## config.mk

```make
export PLATFORM = sky130hd
export DESIGN_NAME = sp_ram_acc_bridge
export DESIGN_NICKNAME = d
export VERILOG_FILES = /design/src/rtl/sp_ram_acc_bridge.sv
export SDC_FILE = /design/constraint.sdc
export NUM_CORES = 1
export LEC_CHECK = 0
export CAP_MARGIN = 20
export CORE_AREA = 5 5 111 113
export DETAILED_ROUTE_END_ITERATION = 16
export DIE_AREA = 0 0 116 118
export DONT_BUFFER_PORTS = 1
export SLEW_MARGIN = 10
export SYNTH_ARGS = -nofsm -noshare
export SYNTH_HDL_FRONTEND = slang
export SYNTH_SLANG_ARGS = --single-unit
```

## constraint.sdc

```tcl
create_clock -name clk -period 7.9 [get_ports clk]
set_input_delay 1.975 -clock clk [delete_from_list [all_inputs] [get_ports clk]]
set_output_delay 1.975 -clock clk [all_outputs]
set_load 0.05 [all_outputs]
```

## src/rtl/sp_ram_acc_bridge.sv

```systemverilog
// sp_ram_acc_bridge
//   Data-port front end for a single-port data RAM. Each core access is decoded to
//   the RAM or to one of NUM_ACC accelerator address windows. RAM accesses are
//   pipelined with one-cycle latency. Accelerator accesses go through a small FSM
//   (IDLE -> ACC_REQ -> ACC_RSP -> RESP) with a req/gnt/rvalid handshake.
//
//   Optional feature: define ACC_TIMEOUT_EN to abort accelerator accesses after
//   ACC_TIMEOUT cycles. An aborted access returns 'hDEADBEEF with err_o=1.
//
// Ports
//   clk, rst_i                      clock, asynchronous active-high reset
//   en_i/addr_i/wdata_i/we_i/be_i   core request (byte address)
//   bypass_en_i                     1 = windows disabled, all accesses go to RAM
//   gnt_o/rvalid_o/rdata_o/err_o    core handshake and response
//   ram_*                           RAM macro port (word address, byte write mask)
//   acc_req_o[k], acc_gnt_i[k], acc_rvalid_i[k], acc_rdata_i[k*DW +: DW]
//                                   per-channel accelerator handshake
//   acc_addr_o/acc_wdata_o/acc_we_o/acc_be_o
//                                   shared registered accelerator request fields
module sp_ram_acc_bridge #(
    parameter int RAM_SIZE     = 32768,
    parameter int ADDR_WIDTH   = $clog2(RAM_SIZE),
    parameter int DATA_WIDTH   = 32,
    parameter int NUM_ACC      = 2,
    parameter int ACC_BASE     = 'h400,
    parameter int ACC_WIN_SIZE = 'h400,
    parameter int ACC_TIMEOUT  = 64
) (
    input  logic                          clk,
    input  logic                          rst_i,
    input  logic                          en_i,
    input  logic [ADDR_WIDTH-1:0]         addr_i,
    input  logic [DATA_WIDTH-1:0]         wdata_i,
    input  logic                          we_i,
    input  logic [DATA_WIDTH/8-1:0]       be_i,
    input  logic                          bypass_en_i,
    output logic                          gnt_o,
    output logic                          rvalid_o,
    output logic [DATA_WIDTH-1:0]         rdata_o,
    output logic                          err_o,
    output logic                          ram_en_o,
    output logic [ADDR_WIDTH-3:0]         ram_addr_o,
    output logic [DATA_WIDTH-1:0]         ram_wdata_o,
    output logic [DATA_WIDTH/8-1:0]       ram_we_o,
    input  logic [DATA_WIDTH-1:0]         ram_rdata_i,
    output logic [NUM_ACC-1:0]            acc_req_o,
    output logic [ADDR_WIDTH-1:0]         acc_addr_o,
    output logic [DATA_WIDTH-1:0]         acc_wdata_o,
    output logic                          acc_we_o,
    output logic [DATA_WIDTH/8-1:0]       acc_be_o,
    input  logic [NUM_ACC-1:0]            acc_gnt_i,
    input  logic [NUM_ACC-1:0]            acc_rvalid_i,
    input  logic [NUM_ACC*DATA_WIDTH-1:0] acc_rdata_i
);

    localparam int BE_W = DATA_WIDTH / 8;
    localparam int CH_W = (NUM_ACC > 1) ? $clog2(NUM_ACC) : 1;

    typedef enum logic [1:0] {IDLE, ACC_REQ, ACC_RSP, RESP} state_e;

    state_e                  state_q, state_d;
    logic [CH_W-1:0]         ch_q, ch_d;
    logic [ADDR_WIDTH-1:0]   addr_q, addr_d;
    logic [DATA_WIDTH-1:0]   wdata_q, wdata_d;
    logic                    we_q, we_d;
    logic [BE_W-1:0]         be_q, be_d;
    logic [DATA_WIDTH-1:0]   rdata_q, rdata_d;
    logic                    ram_vld_q;

    // Returns {hit, channel}; addresses above the last window fall through to RAM.
    function automatic logic [CH_W:0] decode(input logic [ADDR_WIDTH-1:0] a);
        logic [31:0] ae;
        logic [31:0] lo;
        decode = '0;
        ae = 32'(a);
        for (int k = 0; k < NUM_ACC; k++) begin
            lo = 32'(ACC_BASE) + 32'(k) * 32'(ACC_WIN_SIZE);
            if (ae >= lo && ae < lo + 32'(ACC_WIN_SIZE)) begin
                decode = {1'b1, CH_W'(k)};
            end
        end
    endfunction

    logic [CH_W:0]         dec;
    logic                  acc_hit;
    logic [CH_W-1:0]       hit_ch;
    logic [31:0]           win_base;
    logic [ADDR_WIDTH-1:0] win_off;
    logic                  gnt;

    assign dec      = bypass_en_i ? '0 : decode(addr_i);
    assign acc_hit  = dec[CH_W];
    assign hit_ch   = dec[CH_W-1:0];
    assign win_base = 32'(ACC_BASE) + 32'(hit_ch) * 32'(ACC_WIN_SIZE);
    assign win_off  = ADDR_WIDTH'(32'(addr_i) - win_base);

    // Grant is gated by reset so nothing is accepted while rst_i is held.
    assign gnt   = en_i && (state_q == IDLE) && !rst_i;
    assign gnt_o = gnt;

    assign ram_en_o    = gnt && !acc_hit;
    assign ram_addr_o  = addr_i[ADDR_WIDTH-1:2];
    assign ram_wdata_o = wdata_i;
    assign ram_we_o    = ram_en_o ? (be_i & {BE_W{we_i}}) : '0;

    // Select the handshake of the channel owning the current access.
    logic                  sel_gnt, sel_rvalid;
    logic [DATA_WIDTH-1:0] sel_rdata;

    always_comb begin
        sel_gnt    = 1'b0;
        sel_rvalid = 1'b0;
        sel_rdata  = '0;
        acc_req_o  = '0;
        for (int k = 0; k < NUM_ACC; k++) begin
            if (ch_q == CH_W'(k)) begin
                sel_gnt      = acc_gnt_i[k];
                sel_rvalid   = acc_rvalid_i[k];
                sel_rdata    = acc_rdata_i[k*DATA_WIDTH +: DATA_WIDTH];
                acc_req_o[k] = (state_q == ACC_REQ);
            end
        end
    end

`ifdef ACC_TIMEOUT_EN
    localparam int CNT_W = $clog2(ACC_TIMEOUT) + 1;
    logic [CNT_W-1:0] cnt_q, cnt_d;
    logic             err_q, err_d;
    logic             expire;

    assign expire = (cnt_q == CNT_W'(ACC_TIMEOUT - 1));
    assign err_o  = (state_q == RESP) && err_q;
`else
    assign err_o  = 1'b0;
`endif

    always_comb begin
        state_d = state_q;
        ch_d    = ch_q;
        addr_d  = addr_q;
        wdata_d = wdata_q;
        we_d    = we_q;
        be_d    = be_q;
        rdata_d = rdata_q;
`ifdef ACC_TIMEOUT_EN
        cnt_d = cnt_q;
        err_d = err_q;
        // Cleared while idle so it starts at 0 in the first ACC_REQ cycle;
        // saturates at the expiry value.
        if (state_q == IDLE) begin
            cnt_d = '0;
            err_d = 1'b0;
        end else if (state_q != RESP && !expire) begin
            cnt_d = cnt_q + 1'b1;
        end
`endif
        unique case (state_q)
            IDLE: begin
                if (gnt && acc_hit) begin
                    state_d = ACC_REQ;
                    ch_d    = hit_ch;
                    addr_d  = win_off;
                    wdata_d = wdata_i;
                    we_d    = we_i;
                    be_d    = be_i;
                end
            end
            ACC_REQ: begin
                if (sel_gnt) begin
                    state_d = ACC_RSP;
                end
`ifdef ACC_TIMEOUT_EN
                else if (expire) begin
                    state_d = RESP;
                    rdata_d = DATA_WIDTH'(32'hDEADBEEF);
                    err_d   = 1'b1;
                end
`endif
            end
            ACC_RSP: begin
                // A response arriving together with expiry takes priority.
                if (sel_rvalid) begin
                    state_d = RESP;
                    rdata_d = sel_rdata;
                end
`ifdef ACC_TIMEOUT_EN
                else if (expire) begin
                    state_d = RESP;
                    rdata_d = DATA_WIDTH'(32'hDEADBEEF);
                    err_d   = 1'b1;
                end
`endif
            end
            RESP: begin
                state_d = IDLE;
            end
            default: state_d = IDLE;
        endcase
    end

    always_ff @(posedge clk or posedge rst_i) begin
        if (rst_i) begin
            state_q   <= IDLE;
            ch_q      <= '0;
            addr_q    <= '0;
            wdata_q   <= '0;
            we_q      <= 1'b0;
            be_q      <= '0;
            rdata_q   <= '0;
            ram_vld_q <= 1'b0;
`ifdef ACC_TIMEOUT_EN
            cnt_q     <= '0;
            err_q     <= 1'b0;
`endif
        end else begin
            state_q   <= state_d;
            ch_q      <= ch_d;
            addr_q    <= addr_d;
            wdata_q   <= wdata_d;
            we_q      <= we_d;
            be_q      <= be_d;
            rdata_q   <= rdata_d;
            ram_vld_q <= ram_en_o;
`ifdef ACC_TIMEOUT_EN
            cnt_q     <= cnt_d;
            err_q     <= err_d;
`endif
        end
    end

    assign acc_addr_o  = addr_q;
    assign acc_wdata_o = wdata_q;
    assign acc_we_o    = we_q;
    assign acc_be_o    = be_q;

    // A RAM response always leaves before RESP can be reached, so the two never overlap.
    assign rvalid_o = ram_vld_q || (state_q == RESP);
    assign rdata_o  = ram_vld_q ? ram_rdata_i :
                      (state_q == RESP) ? rdata_q : '0;

endmodule

```

Word level (Yosys, flattened, before mapping) --
Cells that the tools add are included.
Storage, ports and cells: bits in registers 88, input port bits 156, logic and storage cells 49
Operators by class: add/subtract/negate cells 2, $lt $le $gt $ge 4, equal/unequal tests 6, multiplexer cells 15, bitwise operators 1, reductions and logical operators 13
Operator list (count):
- 32-bit 2-to-1 mux | 3
- 15-bit by 12-bit less-than comparator with 1-bit output (second input constant) | 2
- 15-bit by 11-bit greater-or-equal comparator with 1-bit output (second input constant) | 1
- 15-bit by 12-bit greater-or-equal comparator with 1-bit output (second input constant) | 1
- 15-bit by 12-bit subtractor with 15-bit output | 1
- 11-bit by 11-bit adder with 12-bit output (first input constant) | 1
- 2-bit 2-to-1 mux | 6
- 2-bit one-hot mux with 4 select lines | 1
- 1-bit logical AND | 6
- 4-bit AND | 1
- 2-bit equality test (second input constant) | 2
- 1-bit 2-to-1 mux | 4
- 4-bit 2-to-1 mux | 1
- 2-bit inequality test (second input constant) | 2
- 2-bit AND reduction | 2
- 3-bit AND reduction | 1
- 2-bit by 1-bit equality test with 1-bit output (second input constant) | 1
- 1-bit logical NOT | 2
- 2-bit logical NOT | 1
- 2-bit by 1-bit inequality test with 1-bit output (second input constant) | 1
- 1-bit logical OR | 1

Logic depth before layout (Yosys ltp) --
Gate-level depths: netlist of run 1.
depth in word-level cells 8, gate-level depth with buffers 10, gate-level depth less buffers 10

Worst setup path after synthesis of run 1 --
OpenSTA, ideal clock, no wires.
path kind input -> output, from in addr_i[10], to out ram_we_o[0], data arrival time 3.615 ns, required time 5.925 ns, setup slack 2.310 ns, stages 4, path through xnor2_1 -> nor2_1 -> nor2_1 -> and3_1
On the way: word-level cells in the longest chain between the ends 8, elaborated cells between the ends (all ways) 12, classes of those cells order compare (4); mux (4); reduce/logical (4)
RTL lines:
- start, declared | RTL line 32 | input logic [ADDR_WIDTH-1:0] addr_i,
- 15-bit by 11-bit greater-or-equal comparator with 1-bit output or 15-bit by 12-bit less-than comparator with 1-bit output (tied branches) | RTL line 78 | if (ae >= lo && ae < lo + 32'(ACC_WIN_SIZE)) begin
- 1-bit logical AND | RTL line 78
- 2-bit 2-to-1 mux | RTL line 78
- 2-bit 2-to-1 mux (*) | RTL line 78
- 2-bit 2-to-1 mux (*) | RTL line 91 | assign dec = bypass_en_i ? '0 : decode(addr_i);
- 1-bit logical NOT (*) | RTL line 101 | assign ram_en_o = gnt && !acc_hit;
- 1-bit logical AND (*) | RTL line 101
- via ram_en_o | RTL line 41 | output logic ram_en_o,
- 4-bit 2-to-1 mux (*) | RTL line 104 | assign ram_we_o = ram_en_o ? (be_i & {BE_W{we_i}}) : '0;
- end, declared | RTL line 44 | output logic [DATA_WIDTH/8-1:0] ram_we_o,
Mark *: on every way through the listed nets, which the timed path passes. The rest lies on a longest branch.

Worst setup path after layout of run 1 --
from in addr_i[13], to out ram_we_o[3]
On the way: word-level cells in the longest chain between the ends 8, elaborated cells between the ends (all ways) 12, classes of those cells order compare (4); mux (4); reduce/logical (4)
RTL lines (RTL line):
- 15-bit by 11-bit greater-or-equal comparator with 1-bit output or 15-bit by 12-bit less-than comparator with 1-bit output (tied branches) | 78
- 1-bit logical AND | 78
- 2-bit 2-to-1 mux | 78
- 2-bit 2-to-1 mux (*) | 78
- 2-bit 2-to-1 mux (*) | 91
- 1-bit logical NOT (*) | 101
- 1-bit logical AND (*) | 101
- 4-bit 2-to-1 mux (*) | 104
Every way passes the cells marked *; elsewhere a longest branch is shown, timed or not.

==> metrics.md, run 1 <==
| Metric | Value |
|---|---|
| Result of the run | complete, no violations |
| Cell area after synthesis | between 5000 and 6000 um^2 |
| Max-cap violation count | 0 |
| Final hold slack | 479 ps |
| CTS clock-pin slew for the worst setup and hold paths | around 60 ps |
| Async set-reset flop share out of synthesis | 100% |
| Number of buffers created by CTS | 9 |
| Drt initial violations | between 100 and 150 |
| Share of the synthesized area in compound gates (AO/OA/AOI/OAI) | about an eighth |
| Mux share of post-synthesis cell area | just under 7% |
| Post-synth top flop | sky130_fd_sc_hd__dfrtp_1 |
| Total core area | 11200 um^2 |
| Top sig layer | met4 |
| GR Util All Layers | between 15 and 20% |
| Final Max Slew Viols | 0 |
| Element type at the critical path end | output port |
| Average cell area after synthesis | about 8.6 um^2 |
| Average routed wire per standard cell | about 18 um |
| Number of port buffers | 0 |
| Worst EP required | 5930 ps |
| Synthesized Nets | 780 |
| Number of buffer and inverter stages on the critical path | 1 |
| Metal2 WL | roughly 6.3 mm |
| Final hold violations | 0 |
| Library cell used as clock root buffer | sky130_fd_sc_hd__clkbuf_16 |
| DPL Wire Length | between 9 and 10 mm |
| Met3 layer wire length in the routed design | between 1 and 1.5 mm |
| Via-to-Cell Ratio | about 5.3 |
| Static Leakage | 2.52 nW |
| Worst-path maximum fanout | 6 |
| Fillcell total | 1103 |
| Htree depth | 3 |
| Core utilization of the finished layout | 46.4% |
| Full die area | approximately 14000 um^2 |
| Most frequent cells in the layout | 197 x sky130_fd_sc_hd__nand2_1, 87 x sky130_fd_sc_hd__dfrtp_1, 44 x sky130_fd_sc_hd__o21ai_0 |
| Synth Register Bits | slightly below 90 |
| Most common cell after layout, fill and taps aside | sky130_fd_sc_hd__nand2_1 |
| Worst-case register-to-register setup slack | between 5000 and 6000 ps |
| Fraction of layout instances using a drive strength above 1 | under 10% |
| Capture instance of the worst register-to-register path | state_q[1] |
| Number of cells produced by synthesis | between 500 and 600 |
| Die Ht | about 120 um |
| Placer Congestion | between 0.7 and 0.8 |
| RSZ-0062 raised after global routing | false |
| Number of setup violations in the final report | 0 |
| CTS resizes | 0 |
| Main combinational cell family by area after synthesis | simple AND/OR/NAND/NOR gates |
| Count of cell types in the netlist | 46 |
| Min cycle time layout | around 5300 ps |
| Worst setup slack after layout | about 2600 ps |
| Width of the die | 116 um |
| Longest Clk Path Bufs | 2 |
| Final antenna-violating net count | 0 |
| Critical path data arrival time | roughly 3300 ps |
| Worst-skew pair later-pin latency | approximately 340 ps |
| Worst hold path endpoint | rdata_q[21] |
| WHS Path Cells | 2 |
| Rows | 39 |
| Global-route wire length before repair | between 15 and 20 mm |
| Remaining design rule violation count | 0 |
| Synthesis warning total | 0 |
| Maximum ir drop on the vdd rail | between 0.15 and 0.2 mV |
| Slowest Stage Delay on Critical Path | about 560 ps |
| Pwr/cell area | ~350 nW/um^2 |
| Synthesized-area fraction occupied by and/or/nand/nor cells | between 10% and 20% |
| Routed metal-1 wire length | ~4.7 mm |
| Detailed-route via count | about 3700 |
| Post-CTS Setup Bufs | 0 |
| Crit path max-delay family | simple AND/OR/NAND/NOR gates |
| Pin count of the biggest net entering global routing | 89 |
| Fin Setup TNS | 0 ps |
| Post-cts hold buffer count | 0 |
| Arithmetic-cell share of the synthesized area counting full adders, half adders and majority gates | roughly 6.1% |
| Synth-to-Final Area Change | 1.34% |
| Wire length reported by the detailed router | around 12 mm |
| Initial Utilization | ~46% |
| Most common cell type on the critical path | sky130_fd_sc_hd__nor2_1 |
| Vias in the first global route | around 3800 |
| Sequence of cells on the critical path | or4_4 > nor2_1 > nor2_1 > buf_4 > and3_1 |
| # IOs | between 200 and 300 |
| Slew headroom | a little under a third |
| Min-Delay Startpoint | rdata_q[21] |
| Tcrit/Tclk final | between 60% and 70% |
| TritonCTS clock tree | done |
| Slowest-stage cell, CP | sky130_fd_sc_hd__or4_4 |
| Critical path type | primary input to output port |
| Startpoint Class | primary input |
| Post-synth EDFFs | 0 |
| Number of sinks driven by the clock tree | 88 |
| Pre-CTS setup slack | 2620 ps |
| Sequential cell area fraction in the yosys report | 42.9% |
| Tightest Hold Check Type | register to register |
| Setup skew after layout | 9.71 ps |
| Number of diodes added for antenna fixing | 0 |
| Remaining Overflow, GRT | 0 |
| Slew @ Worst Pin | slightly above 1000 ps |
| Number of antenna violations at the first check in global routing | 0 |
| Detailed-routing iteration count for the pre-antenna-repair pass | 4 |
| XOR/XNOR Fraction of Synth Area | roughly 1.5% |
| Number of nets in the final layout | 719 |
| Worst-case reg-to-reg path depth | 7 |
| Highest clock frequency the design can meet | 189 MHz |
| Worst flop-to-flop path startpoint | state_q[0] |
## worst reg2reg max path, delay by kind of cell (launching register included)
kind	cells	cell delay, ps
flip-flops	1	400
multiplexers	1	300
AND/OR/NAND/NOR	2	910
buffers and inverters	1	130
adder cells (fa/ha/maj)	1	280
AO/OA/AOI/OAI	2	420
## Yosys cell counts (2+ instances only)
cell	instances	area, um^2
sky130_fd_sc_hd__nor3_1	3	15.0
sky130_fd_sc_hd__and2_1	2	12.5
sky130_fd_sc_hd__nor3b_1	2	15.0
sky130_fd_sc_hd__inv_1	23	86.3
sky130_fd_sc_hd__ha_1	25	313
sky130_fd_sc_hd__a311oi_1	2	17.5
sky130_fd_sc_hd__and3_1	5	31.3
sky130_fd_sc_hd__mux2i_1	33	330
sky130_fd_sc_hd__nand2_1	197	739
sky130_fd_sc_hd__or2_2	2	12.5
sky130_fd_sc_hd__nand3_1	2	10.0
sky130_fd_sc_hd__dfrtp_1	88	2200
sky130_fd_sc_hd__clkbuf_1	21	78.8
sky130_fd_sc_hd__nor2b_1	4	25.0
sky130_fd_sc_hd__buf_1	4	15.0
sky130_fd_sc_hd__buf_2	3	15.0
sky130_fd_sc_hd__nand2b_1	3	18.8
sky130_fd_sc_hd__nor2_1	12	45.0
sky130_fd_sc_hd__xnor2_1	8	70.1
sky130_fd_sc_hd__a22o_1	15	131
sky130_fd_sc_hd__o21ai_0	62	310
sky130_fd_sc_hd__a22oi_1	2	15.0
sky130_fd_sc_hd__or3_1	2	12.5
sky130_fd_sc_hd__buf_4	47	353
sky130_fd_sc_hd__a21oi_1	11	55.1
## flip-flops by register name, indices dropped and copies added (netlist names)
signal	count
acc_we_o	1
ram_vld_q	1
state_q	2
acc_addr_o	15
rdata_q	32
acc_wdata_o	32
acc_be_o	4
ch_q	1
## final cells by class
cell class              count  area, um^2  area share (%)
well taps                 143         179            3.44
clock buffers              10         229            4.40
multi-input cells         412        2380            45.7
flip-flops and latches     88        2200            42.3
inverters                  23        91.3            1.76
repair buffers              4        30.0           0.577
clock inverters             6        91.3            1.76
## per-layer routing
layer	vias up	track usage [%]
met4	0	4.64
met1	1678	19.8
met3	11	5.55
met2	185	31.5
li1	1787	-
met5	-	0
## worst max path at each step
stage / end / slack [ps] / depth (start not counted) / from
floorplan: ram_we_o[0] / 2310 / 4 / addr_i[10]
global placement: ram_we_o[3] / 2620 / 5 / addr_i[13]
detailed placement: ram_we_o[0] / 2620 / 5 / addr_i[13]
CTS: ram_we_o[0] / 2620 / 5 / addr_i[13]
global route: ram_we_o[3] / 2590 / 5 / addr_i[13]
finish: ram_we_o[3] / 2620 / 5 / addr_i[13]
## power by group
group	total, mW	internal, mW	switching (mW)	leakage [nW]
registers	0.785	0.568	0.217	1.17
clock network	0.451	0.278	0.173	0.145
logic	0.599	0.152	0.447	1.21
## through the flow
step                      instances  power [mW]  instance area (um^2)
after CTS                       686        1.86                  5200
final                           686        1.83                  5200
after floorplan                 599        1.36                  5130
after global placement          670        1.38                  4880
after global routing            686        1.94                  5200
after detailed placement        670        1.40                  4880
## logic make-up (layout without fill, tap and decap cells)
logic type	after synthesis	after routing
AND/OR/NAND/NOR	240	240
AO/OA/AOI/OAI	102	102
buffers and inverters	99	43
flip-flops	88	88
multiplexers	35	35
adder cells (fa/ha/maj)	25	25
XOR/XNOR	9	9
other	1	1
Power figures use the tool's default switching activity.
==> inputs of run 2 (changes only) <==
Clock period 7.9 ns to 4.3 ns, I/O delays scaled along.
==> metrics.md, run 2 (synthesis results as in run 1) <==
| Metric | Value |
|---|---|
| Result of the run | complete, no violations |
| CTS clock-pin slew for the worst setup and hold paths | roughly 60 ps |
| Setup skew after layout | ~6.0 ps |
| Highest clock frequency the design can meet | slightly below 300 MHz |
| Element type at the critical path end | output port |
| Critical path type | primary input to output port |
| Max-cap violation count | 0 |
| Rows | 39 |
| Slowest Stage Delay on Critical Path | between 400 and 500 ps |
| Post-cts hold buffer count | 0 |
| Die Ht | approximately 120 um |
| Non-filler instance count after layout | roughly 690 |
| CTS resizes | 0 |
| Worst EP required | roughly 3200 ps |
| Initial Utilization | ~46% |
| Number of antenna violations at the first check in global routing | 0 |
| RSZ-0062 raised after global routing | false |
| Number of buffers created by CTS | 9 |
| # IOs | about 300 |
| Synth-to-Final Area Change | 2.80% |
| Worst hold path endpoint | rdata_q[20] |
| Worst-case register-to-register setup slack | around 1700 ps |
| Number of buffer and inverter stages on the critical path | 1 |
| Slew @ Worst Pin | around 1000 ps |
| Min cycle time layout | 3430 ps |
| Placer Congestion | 0.760 |
| Global-route wire length before repair | roughly 19 mm |
| Wire length reported by the detailed router | 12.6 mm |
| Detailed-routing iteration count for the pre-antenna-repair pass | 4 |
| Drt initial violations | about 160 |
| Slew headroom | around 34% |
| Final Max Slew Viols | 0 |
| Number of sinks driven by the clock tree | about 90 |
| Remaining design rule violation count | 0 |
| Sequence of cells on the critical path | xnor2_1 > nor2_1 > nor2_1 > and3_1 > buf_4 |
| Average routed wire per standard cell | between 15 and 20 um |
| Crit path max-delay family | simple AND/OR/NAND/NOR gates |
| Final hold violations | 0 |
| WHS Path Cells | 2 |
| TritonCTS clock tree | done |
| Longest Clk Path Bufs | 2 |
| Fraction of layout instances using a drive strength above 1 | 7.09% |
| Width of the die | between 100 and 150 um |
| Fin Setup TNS | 0 ps |
| Slowest-stage cell, CP | sky130_fd_sc_hd__nor2_1 |
| Placed cell count | a little under 700 |
| Vias in the first global route | between 3000 and 4000 |
| Worst-path maximum fanout | 6 |
| DPL Wire Length | ~9.6 mm |
| Most frequent cells in the layout | 197 x sky130_fd_sc_hd__nand2_1, 87 x sky130_fd_sc_hd__dfrtp_1, 44 x sky130_fd_sc_hd__o21ai_0 |
| Number of diodes added for antenna fixing | 0 |
| Startpoint Class | primary input |
| Htree depth | 3 |
| Core utilization of the finished layout | about 47% |
| Static Leakage | approximately 2.6 nW |
| Final antenna-violating net count | 0 |
| Worst-skew pair later-pin latency | 330 ps |
| Detailed-route via count | about 3700 |
| Min-Delay Startpoint | rdata_q[20] |
| Via-to-Cell Ratio | 5.38 |
| Capture instance of the worst register-to-register path | state_q[1] |
| Number of nets in the final layout | a little over 700 |
| Number of port buffers | 0 |
| Worst flop-to-flop path startpoint | state_q[1] |
| Full die area | around 14000 um^2 |
| Critical path data arrival time | roughly 2400 ps |
| Post-CTS Setup Bufs | 0 |
| Pin count of the biggest net entering global routing | 89 |
| Tightest Hold Check Type | register to register |
| Worst-case reg-to-reg path depth | 7 |
| Maximum ir drop on the vdd rail | approximately 0.32 mV |
| Pwr/cell area | 643 nW/um^2 |
| Remaining Overflow, GRT | 0 |
| Number of setup violations in the final report | 0 |
| Library cell used as clock root buffer | sky130_fd_sc_hd__clkbuf_16 |
| Total core area | approximately 11000 um^2 |
| Most common cell type on the critical path | sky130_fd_sc_hd__nor2_1 |
| Tcrit/Tclk final | 79.7% |
| GR Util All Layers | around 18% |
| Most common cell after layout, fill and taps aside | sky130_fd_sc_hd__nand2_1 |
==> run 2: layer usage <==
metal,share of wire (%),wire length [um],GRT usage (%),up-vias
li1,-,-,-,1805
met1,37,4610,20.5,1719
met2,52,6510,31.1,189
met3,10,1280,4.94,12
met4,1.3,163,5.66,0
met5,0,0,0,-
==> run 2: through the flow <==
stage | power, mW | cell area [um^2] | setup WS (ps) | hold WS, ps
floorplan | 2.49 | 5130 | 510 | 450
global placement | 2.56 | 4930 | 928 | 465
detailed placement | 2.60 | 4930 | 884 | 470
CTS | 3.44 | 5250 | 861 | 484
global route | 3.60 | 5280 | 737 | 511
finish | 3.40 | 5280 | 875 | 479
==> run 2: area by class of cell <==
| cell class | instances | area, um^2 |
|---|---|---|
| fill | 1084 | 5940 |
| multi-input combinational | 412 | 2380 |
| sequential | 88 | 2200 |
| clock buffer | 9 | 225 |
| tap | 143 | 179 |
| timing repair buffer | 12 | 110 |
| clock inverter | 6 | 92.6 |
| inverter | 23 | 88.8 |
==> run 2: worst reg2reg max path: stages (launching register included) <==
cell	delay [ps]
sky130_fd_sc_hd__dfrtp_1	430
sky130_fd_sc_hd__inv_1	130
sky130_fd_sc_hd__ha_1	260
sky130_fd_sc_hd__nand3b_1	210
sky130_fd_sc_hd__or3_4	710
sky130_fd_sc_hd__a22oi_4	310
sky130_fd_sc_hd__o21ai_2	100
sky130_fd_sc_hd__mux2_4	310
==> run 2: power breakdown <==
| part | internal, mW | switching [mW] |
|---|---|---|
| Combinational | 0.297 | 0.821 |
| Clock | 0.511 | 0.320 |
| Sequential | 1.04 | 0.403 |
==> run 2: worst max path at each step <==
stage / endpoint / cells after the start / slack [ps] / start
2_1_floorplan: ram_we_o[0] / 4 / 510 / addr_i[10]
3_3_place_gp: ram_we_o[1] / 5 / 930 / addr_i[13]
3_5_place_dp: acc_addr_o[11] / 9 / 880 / addr_i[13]
4_1_cts: rdata_o[31] / 4 / 860 / state_q[1]
5_1_grt: rdata_o[16] / 3 / 740 / state_q[1]
6_report: ram_we_o[1] / 5 / 870 / addr_i[10]
==> inputs of run 3 (changes only) <==
Clock period 4.3 ns to 2.82 ns, I/O delays scaled along.
==> metrics.md, run 3 (synthesis results as in run 1) <==
| Metric | Value |
|---|---|
| Result of the run | complete, no violations |
| Share of total power in the clock network | roughly 23% |
| Static Leakage | between 2 and 3 nW |
| Slew @ Worst Pin | 694 ps |
| Htree depth | 3 |
| Number of port buffers | 0 |
| Slowest Stage Delay on Critical Path | roughly 520 ps |
| Vias in the first global route | around 4000 |
| Initial Utilization | 45.8% |
| Pwr/cell area | approximately 970 nW/um^2 |
| Slew headroom | a little over half |
| Pin count of the biggest net entering global routing | between 60 and 70 |
| Most common cell after layout, fill and taps aside | sky130_fd_sc_hd__nand2_1 |
| Width of the die | ~120 um |
| Full die area | approximately 14000 um^2 |
| Synth-to-Final Area Change | 13.7% |
| RSZ-0062 raised after global routing | false |
| Total core area | approximately 11000 um^2 |
| Number of nets in the final layout | 770 |
| Int Power | approximately 3.2 mW |
| Fraction of power consumed by sequential logic | 38.7% |
| Detailed-route via count | around 3900 |
| Via-to-Cell Ratio | approximately 5.3 |
| Longest Clk Path Bufs | 2 |
| Element type at the critical path end | output port |
| Critical path type | primary input to output port |
| Switching share of total power | between 40% and 50% |
| Worst-case reg-to-reg path depth | 7 |
| Detailed-routing iteration count for the pre-antenna-repair pass | 4 |
| Worst-case register-to-register setup slack | between 500 and 600 ps |
| Maximum ir drop on the vdd rail | a little over 0.5 mV |
| Final hold violations | 0 |
| Startpoint Class | primary input |
| # IOs | between 200 and 300 |
| Placed Instance Area | around 5500 um^2 |
| Met1 track utilization from global routing | about a fifth |
| Number of diodes added for antenna fixing | 0 |
| Slowest-stage cell, CP | sky130_fd_sc_hd__or4_4 |
| Final antenna-violating net count | 0 |
| Tcrit/Tclk final | between 90% and 100% |
| Capture instance of the worst register-to-register path | acc_addr_o[11] |
| Number of sinks driven by the clock tree | between 80 and 90 |
| Sequence of cells on the critical path | or4_4 > buf_4 > nor2_1 > nor2_4 > and3_1 > buf_12 |
| Die Ht | 118 um |
| CTS clock-pin slew for the worst setup and hold paths | about 60 ps |
| Highest clock frequency the design can meet | 367 MHz |
| Remaining Overflow, GRT | 0 |
| Most frequent cells in the layout | 197 x sky130_fd_sc_hd__nand2_1, 87 x sky130_fd_sc_hd__dfrtp_1, 44 x sky130_fd_sc_hd__o21ai_0 |
| Number of antenna violations at the first check in global routing | 0 |
| Worst-path maximum fanout | 6 |
| Busiest layer in global routing | met2 |
| Setup skew after layout | ~10 ps |
| Number of buffers created by CTS | 9 |
| Final hold slack | 312 ps |
| Min cycle time layout | around 2700 ps |
| Worst flop-to-flop path startpoint | state_q[1] |
| TritonCTS clock tree | done |
| Post-cts hold buffer count | 0 |
| GR Layer Usage met2 | about a third |
| Number of setup violations in the final report | 0 |
| Rows | 39 |
| Max-cap violation count | 0 |
| Final Max Slew Viols | 0 |
| Fraction of layout instances using a drive strength above 1 | 14.0% |
| Global-route wire length before repair | around 20 mm |
| Worst-skew pair later-pin latency | 340 ps |
| Average routed wire per standard cell | between 15 and 20 um |
| Net switching component of the power | roughly 2.4 mW |
| DPL Wire Length | 10.2 mm |
| Library cell used as clock root buffer | sky130_fd_sc_hd__clkbuf_16 |
| Core utilization of the finished layout | 52.0% |
| Fillcell total | 1051 |
| Placer Congestion | roughly 0.80 |
| Combinational share of power | slightly below 40% |
| Tightest Hold Check Type | primary input to asynchronous set/reset pin |
| Wire length reported by the detailed router | 12.9 mm |
| GR Util All Layers | a little under a fifth |
| Worst EP required | approximately 2100 ps |
| Critical path data arrival time | about 2000 ps |
| Remaining design rule violation count | 0 |
| Met3 layer usage reported by global route | 6.02% |
| Critical Path Source | addr_i[13] |
| Final std cell area, no fill | roughly 5800 um^2 |
| Drt initial violations | about 150 |
## run 3: layout make-up
class | instances | area, um^2 | share of cell area (%)
clock buffers | 12 | 246 | 4.22
clock inverters | 4 | 77.6 | 1.33
inverters | 23 | 90.1 | 1.54
multi-input cells | 412 | 2390 | 40.9
flip-flops and latches | 88 | 2200 | 37.7
well taps | 143 | 179 | 3.07
repair buffers | 55 | 651 | 11.1
## run 3: worst max-delay path by stage
stage,to,slack [ps],depth (start not counted)
2_1_floorplan,acc_addr_o[11],20,9
3_3_place_gp,acc_addr_o[11],8,9
3_5_place_dp,acc_addr_o[11],-110,9
4_1_cts,ram_we_o[0],20,6
5_1_grt,ram_we_o[2],30,6
6_report,ram_we_o[0],100,6
## run 3: layer usage
layer,routed length (um),share of wire [%]
met1,4850,38
met5,0,0
met3,1310,10
met4,158,1.2
met2,6590,51
## run 3: timing repair
item | 4_1_cts | 5_1_grt
buffers inserted | 0 | 1
gates cloned | 0 | 0
pin swaps | 0 | 1
endpoints found under the setup margin | 14 | 4
gates resized for setup | 1 | 1
## run 3: worst max-delay path: cells and delay by family
kind / cells / cell delay (ps)
and+or+nand+nor: 4 / 1000
buffers and inverters: 2 / 310
## run 3: through the flow
stage / total power [mW] / worst slack [ps] / TNS (ps) / std cells
CTS: 5.71 / 17.2 / 0 / 736
detailed placement: 4.40 / -113 / -198 / 720
global placement: 4.33 / 8.48 / 0 / 720
global route: 5.96 / 29.6 / 0 / 737
finish: 5.64 / 95.1 / 0 / 737
floorplan: 3.81 / 20.6 / 0 / 599
## run 3: power groups by stage
stage | Combinational (mW) | Clock [mW] | Sequential [mW]
after detailed placement | 2.19 | 0 | 2.21
after CTS | 2.20 | 1.32 | 2.19
after global placement | 2.13 | 0 | 2.20
final | 2.18 | 1.28 | 2.18
after global routing | 2.36 | 1.37 | 2.23
after floorplan | 1.68 | 0 | 2.13
